## config.mk

```make
export PLATFORM = sky130hd
export DESIGN_NAME = drrip_dueling_ctrl
export DESIGN_NICKNAME = d
export VERILOG_FILES = /design/src/rtl/drrip_dueling_ctrl.sv
export SDC_FILE = /design/constraint.sdc
export NUM_CORES = 1
export LEC_CHECK = 0
export CORE_MARGIN = 3
export CORE_UTILIZATION = 50
export DETAILED_ROUTE_END_ITERATION = 8
export PLACE_DENSITY = 0.62
export SETUP_SLACK_MARGIN = 0.05
export SKIP_LAST_GASP = 1
export SYNTH_ARGS = -nofsm -noshare
export SYNTH_HDL_FRONTEND = slang
export SYNTH_SLANG_ARGS = --single-unit
```

## constraint.sdc

```tcl
create_clock -name clk -period 6 [get_ports clk]
set_input_delay 0.6 -clock clk [delete_from_list [all_inputs] [get_ports clk]]
set_output_delay 0.6 -clock clk [all_outputs]
set_load 0.1 [all_outputs]
```

## src/rtl/drrip_dueling_ctrl.sv

```systemverilog
// DRRIP replacement controller: per-set RRPV table, SRRIP/BRRIP set dueling via
// leader sets and a saturating PSEL, sequential victim search with one aging step per cycle.
module drrip_dueling_ctrl #(
   parameter int unsigned WAYS        = 4,
   parameter int unsigned INDEX_WIDTH = 6,
   parameter int unsigned M           = 2,
   parameter int unsigned PSEL_WIDTH  = 10,
   parameter int unsigned BIP_PERIOD  = 32
) (
   input  logic                   clk,
   input  logic                   rst_n,
   input  logic                   halt,
   input  logic                   req_valid,
   output logic                   req_ready,
   input  logic [INDEX_WIDTH-1:0] req_index,
   input  logic                   req_hit,
   input  logic [WAYS-1:0]        req_hit_way,
   output logic                   resp_valid,
   output logic [WAYS-1:0]        resp_victim_way,
   output logic                   resp_policy,
   output logic [1:0]             resp_leader,
   output logic [PSEL_WIDTH-1:0]  psel_o
);

   localparam int unsigned SETS  = 2 ** INDEX_WIDTH;
   localparam int unsigned K     = INDEX_WIDTH / 2;
   localparam int unsigned BIP_W = (BIP_PERIOD > 1) ? $clog2(BIP_PERIOD) : 1;

   localparam logic [M-1:0]          RMAX      = {M{1'b1}};
   localparam logic [M-1:0]          RINS      = M'(RMAX - 1);
   localparam logic [PSEL_WIDTH-1:0] PMAX      = {PSEL_WIDTH{1'b1}};
   localparam logic [PSEL_WIDTH-1:0] PSEL_INIT = {1'b0, {(PSEL_WIDTH-1){1'b1}}};
   localparam logic [BIP_W-1:0]      BIP_LAST  = BIP_W'(BIP_PERIOD - 1);

   typedef enum logic [1:0] {ST_IDLE, ST_SCAN, ST_DONE} state_t;

   state_t                       r_state;
   logic [WAYS-1:0][M-1:0]       r_rrpv [SETS];
   logic [PSEL_WIDTH-1:0]        r_psel;
   logic [BIP_W-1:0]             r_bip;
   logic [INDEX_WIDTH-1:0]       r_index;
   logic                         r_policy;
   logic [1:0]                   r_leader;
   logic [WAYS-1:0]              r_victim;
   logic                         r_resp_valid;
   logic [WAYS-1:0]              r_resp_victim;
   logic                         r_resp_policy;
   logic [1:0]                   r_resp_leader;

   state_t                       w_state_nxt;
   logic                         w_accept;
   logic                         w_hit_wr;
   logic                         w_ins_wr;
   logic                         w_age;
   logic [M-1:0]                 w_ins_val;
   logic [PSEL_WIDTH-1:0]        w_psel_nxt;
   logic [BIP_W-1:0]             w_bip_nxt;
   logic [K-1:0]                 w_c;
   logic [K-1:0]                 w_o;
   logic [1:0]                   w_leader_in;
   logic                         w_policy_in;
   logic [WAYS-1:0][M-1:0]       w_set;
   logic                         w_found;
   logic [WAYS-1:0]              w_vic;

   assign req_ready       = (r_state == ST_IDLE) && !halt;
   assign resp_valid      = r_resp_valid;
   assign resp_victim_way = r_resp_victim;
   assign resp_policy     = r_resp_policy;
   assign resp_leader     = r_resp_leader;
   assign psel_o          = r_psel;

   // Leader-set classification from the two halves of the index
   assign w_c = req_index[INDEX_WIDTH-1 -: K];
   assign w_o = req_index[K-1:0];

   always_comb begin
      w_leader_in = 2'd0;
      if (w_c == w_o)       w_leader_in = 2'd1;
      else if (w_c == ~w_o) w_leader_in = 2'd2;
      w_policy_in = r_psel[PSEL_WIDTH-1];
      if (w_leader_in == 2'd1)      w_policy_in = 1'b0;
      else if (w_leader_in == 2'd2) w_policy_in = 1'b1;
   end

   // Lowest-numbered way at RMAX in the latched set
   assign w_set = r_rrpv[r_index];

   always_comb begin
      w_found = 1'b0;
      w_vic   = '0;
      for (int w = WAYS - 1; w >= 0; w--) begin
         if (w_set[w] == RMAX) begin
            w_found  = 1'b1;
            w_vic    = '0;
            w_vic[w] = 1'b1;
         end
      end
   end

   always_comb begin
      w_state_nxt = r_state;
      w_accept    = 1'b0;
      w_hit_wr    = 1'b0;
      w_ins_wr    = 1'b0;
      w_age       = 1'b0;
      w_ins_val   = RINS;
      w_psel_nxt  = r_psel;
      w_bip_nxt   = r_bip;
      case (r_state)
         ST_IDLE: begin
            if (req_valid && req_ready) begin
               w_accept = 1'b1;
               if (req_hit) begin
                  w_hit_wr    = 1'b1;
                  w_state_nxt = ST_DONE;
               end else begin
                  w_state_nxt = ST_SCAN;
               end
            end
         end
         ST_SCAN: begin
            if (w_found) begin
               w_ins_wr    = 1'b1;
               w_state_nxt = ST_DONE;
               if (r_policy) begin
                  if (r_bip != '0) w_ins_val = RMAX;
                  w_bip_nxt = (r_bip == BIP_LAST) ? '0 : r_bip + BIP_W'(1);
               end
               if (r_leader == 2'd1 && r_psel != PMAX)
                  w_psel_nxt = r_psel + PSEL_WIDTH'(1);
               else if (r_leader == 2'd2 && r_psel != '0)
                  w_psel_nxt = r_psel - PSEL_WIDTH'(1);
            end else begin
               w_age = 1'b1;
            end
         end
         ST_DONE: w_state_nxt = ST_IDLE;
         default: w_state_nxt = ST_IDLE;
      endcase
   end

   // halt freezes every register, including the response outputs
   always_ff @(posedge clk) begin
      if (!rst_n) begin
         r_state       <= ST_IDLE;
         r_psel        <= PSEL_INIT;
         r_bip         <= '0;
         r_index       <= '0;
         r_policy      <= 1'b0;
         r_leader      <= 2'd0;
         r_victim      <= '0;
         r_resp_valid  <= 1'b0;
         r_resp_victim <= '0;
         r_resp_policy <= 1'b0;
         r_resp_leader <= 2'd0;
         for (int s = 0; s < SETS; s++) r_rrpv[s] <= {WAYS{RMAX}};
      end else if (!halt) begin
         r_state      <= w_state_nxt;
         r_psel       <= w_psel_nxt;
         r_bip        <= w_bip_nxt;
         r_resp_valid <= (r_state == ST_DONE);
         if (w_accept) begin
            r_index  <= req_index;
            r_policy <= w_policy_in;
            r_leader <= w_leader_in;
            r_victim <= '0;
         end
         if (w_ins_wr) r_victim <= w_vic;
         if (r_state == ST_DONE) begin
            r_resp_victim <= r_victim;
            r_resp_policy <= r_policy;
            r_resp_leader <= r_leader;
         end
         for (int w = 0; w < WAYS; w++) begin
            if (w_hit_wr && req_hit_way[w]) r_rrpv[req_index][w] <= '0;
            if (w_ins_wr && w_vic[w])       r_rrpv[r_index][w]   <= w_ins_val;
            if (w_age)                      r_rrpv[r_index][w]   <= r_rrpv[r_index][w] + M'(1);
         end
      end
   end

endmodule

```

[Word-level counts from Yosys, hierarchy flattened]
Memory sizes are Yosys's and may differ from the RTL's. A register that Yosys moved wholly into a read port is not among the register bits.
Index checks and enable logic that the tools add are counted.
Word-level totals
  register bits: 38
  memories kept: 1
  input port bits: 15
  RAM bits: 512
  output and inout bits: 19
  bits in latches: 0
  memory bits (read-only): 0
Operators by class
  mux-type cells: 83
  add/sub/neg operators: 7
  reduce and logical (&&, ||, !) cells: 26
  equality and inequality tests: 16
  divide/modulo/power cells: 0
  bitwise gates (word level): 6
  magnitude comparators: 0
  shift operators: 0
  multiply operators: 0
Memory list
  r_rrpv: words 64, width 8, rd ports 1, clocked after Yosys merged registers in 1, wr ports 64, line 38  | logic [WAYS-1:0][M-1:0] r_rrpv [SETS];
Operators by type and width (number)
  $mux 1: 56
  $mux 4: 8
  $mux 6: 4
  $mux 10: 2
  $mux 2: 9
  $mux 8: 2
  $reduce_or 8->1: 2
  $eq 2x2->1 const B: 7
  $logic_and 1x1->1: 12
  $add 10x1->10 const B: 1
  $ne 10x10->1 const B: 1
  $reduce_bool 10->1: 1
  $sub 10x1->10 const B: 1
  $add 2x1->2 const B: 4
  $reduce_and 4->1: 2
  $eq 2x1->1 const B: 3
  $eq 3x3->1: 2
  $reduce_and 2->1: 3
  $add 5x1->5 const B: 1
  $eq 5x5->1 const B: 1
  $mux 5: 1
  $reduce_bool 5->1: 1
  $or 1x1->1: 4
  $pmux 2 s2: 1
  8 further kinds: 9

[Longest topological paths before layout]
  depth in word-level cells: 15
  mapped depth: 20

[Worst setup path before layout]
Ideal clock, no wire load.
  path type: register to register
  from: reg (tool-made name)
  to: mem r_rrpv[16][0] in the netlist's numbering, data pin
  period minus slack after synthesis: 4539 ps
  stages on the path, launching flop included: 19
  path buffers: 8
  data arrival time: 4243 ps
  path slack: 1461 ps
  cells stage by stage: dfxtp_1 buf_4 buf_6 buf_4 buf_2 buf_2 mux4_2 mux4_2 a22oi_1 nand2_1 ha_1 clkbuf_1 or4_1 buf_2 nor2_1 nand2_1 a41oi_2 clkbuf_1 o311ai_1
RTL lines (line)
  end, declared: 38

==> metrics.yaml <==
wl_per_cell_um: 31.22
rsz0062_at_grt: "false"
hp-class: "primary input to flop"
p_switching_uw: 1980
dr.pass1.iters: 6
endpoint_kind: "flop"
htreeDepth: 2
ant_nets: 0
ys_warn_count: 0
met3_usage: 0.09323
power.total_uw: 8201
synth_flop_cell: "edfxtp_1"
pwr-share-clk: 0.409
antenna_found_initial: 0
p_int_uw: 6221
slew_headroom: 0.2128
synthMostInstantiatedCell: "edfxtp_1"
status: "complete, no violations"
maxSlewViolCount: 0
gr-usage-met2: 0.4818
p_leak_uw: 0.007475
grt_pass1_wl_um: 140800
syn_inst: 2351
post_cts_buffers: 0
max_freq_mhz: 198.8
synth_common_cells: "512 x edfxtp_1, 370 x nand2_1, 266 x o21ai_0"
vias: 22140
avgSynthCellArea_um2: 12.23
seq_area_frac_synth: 0.5655
yosys.area.top_type: "edfxtp_1"
synth_cell_types: 79
clock-sinks: 556
hpwl_um: 60420
nets: 2309
cts_buffers: 59
die_h_um: 245.8
num_antenna_cells: 0
root_buffer: "clkbuf_16"
grt_max_degree: 144
synthArstFlopShare: 0
period_needed_ns: 5.029
synth_edf_count: 512
path_clk_slew_ns: 0.06
fillCellCount: 4759
setup_violations: 0
maxCapViolCount: 0
period_share: 0.8382
hold_buffers: 0
cts_buffer_depth: 3
synthTopCellsByArea: "edfxtp_1 53%, mux4_2 8.1%, o311ai_1 7.6%"
portBuffers: 33
worstMarginPinSlew_ns: 1.181
cts_resized: 0
power.density_nw_per_um2: 260.2
grt_pass1_vias: 21440
syn_to_final_growth_pct: 9.668
layout-drive-gt1-share: 0.1443
critPathArrivalTime_ns: 5.34
die_area_um2: 60400
register_area_um2: 16270
die_w_um: 245.8
synthDominantCellAreaShare: 0.5349
hold_violations: 0
tritoncts: "yes"
met1_usage: 0.4261
drc: 0
switching_share: 0.2414
synth_nets: 2382
fin_skew_ns: 0.02693
drtIter0Drc: 3478
syn_area_um2: 28740
drt-total-wl_um: 96090
start_util: 0.5078
worst_skew_pair.late_latency_ns: 0.63
groute.usage.overall: 0.3155
cp_max_fo: 21
ioPinCount: 34
fp.coreArea_um2: 56600
p_seq_frac: 0.520
final_cells: 3078
synth_seq_cells: 556
dp_cells: 2972
setup_tns_ns: 0
grt-ovfl-total: 0
multiInputGateArea_um2: 11270
worstSetupStartpointType: "flop"
busiest_layer: "met2"
worstSetupPathType: "flop to flop"
combPwrFrac: 0.071
peakVddDrop_mv: 0.2229
place_congestion: 0.9415
routed_via_density: 7.192
cp.required_ns: 6.31
rows: 87
through the flow:
step,hold slack [ns],utilization,worst slack (ns),area [um2]
floorplan,0.4249,-,1.461,28740
global placement,0.4559,0.5264,1.075,29800
detailed placement,0.4632,0.5264,0.9798,29800
CTS,0.3565,0.5567,0.9974,31510
global route,0.3879,0.5569,0.7306,31520
finish,0.3863,0.5569,0.9707,31520
registers in the layout (all words and copies together) (netlist names), named ones only:
register,count
r_index,6
resp_policy,1
r_state,2
resp_victim_way,4
psel_o,10
resp_leader,2
resp_valid,1
r_policy,1
r_victim,4
r_leader,2
r_bip,5
r_rrpv,512
cell families (layout without fill, tap and decap cells):
group                    Yosys count  in the layout  share of synthesized area
AO/OA/AOI/OAI                    674            674                     0.1665
AND/OR/NAND/NOR                  617            617                    0.09581
flip-flops                       556            556                     0.5655
buffers and inverters            280            251                    0.04779
multiplexers                     199            199                     0.1144
adder cells (fa/ha/maj)           16             16                   0.007226
XOR/XNOR                           9              9                   0.002742
cells in the final DEF, fill, tap and decap left out, drive strengths merged, types with 32 or more instances in the layout:
cell type      netlist  final
clkbuf             152     75
edfxtp             512    512
o21ai              268    268
clkdlybuf4s50        0     32
nor2               110    110
o311ai             259    259
nand2              370    370
dfxtp               44     44
buf                119    105
mux4               103    103
mux2i               91     91
worst max-delay path, cell delays in order, from the launching register on:
cell      delay, ns
dfxtp_4        0.64
buf_4          0.44
buf_4          0.31
mux2i_1        0.53
nand2_1        0.27
nand3_1        0.22
nand4_1        0.14
o21a_1         0.15
ha_1           0.24
nor2_1         0.14
o211a_1        0.18
a21oi_1        0.19
nor2_1         0.97
o311ai_1       0.24
cell type report:
class	instances	area share
sequential	556	0.5161
multi-input combinational	1515	0.3575
clock buffer	75	0.05009
timing repair buffer	137	0.04096
tap	756	0.03001
clock inverter	30	0.004287
inverter	9	0.001072
final timing paths:
check | start | to | slack [ns] | cells after the start
max reg2reg | flop | r_rrpv[53][2]$_SDFFCE_PN1P_ | 0.97 | 13
max | flop | r_rrpv[53][2]$_SDFFCE_PN1P_ | 0.97 | 13
min | rst_n | psel_o[1]$_SDFFE_PN1P_ | 0.39 | 2
min reg2reg | resp_valid$_SDFFE_PN0N_ | resp_valid$_SDFFE_PN0N_ | 0.47 | 2
per-layer routing:
metal,up-vias,wire (um)
li1,9169,-
met1,11080,35740
met2,1629,43340
met3,260,12700
met4,0,4299
met5,-,0
power by group through the flow:
stage / logic [uW] / registers, uW / clock network, uW
floorplan: 375 / 4320 / 0
global placement: 555 / 4340 / 0
detailed placement: 564 / 4340 / 0
CTS: 566 / 4260 / 3370
global route: 612 / 4260 / 3530
finish: 583 / 4260 / 3360
Power figures use the tool's default switching activity.
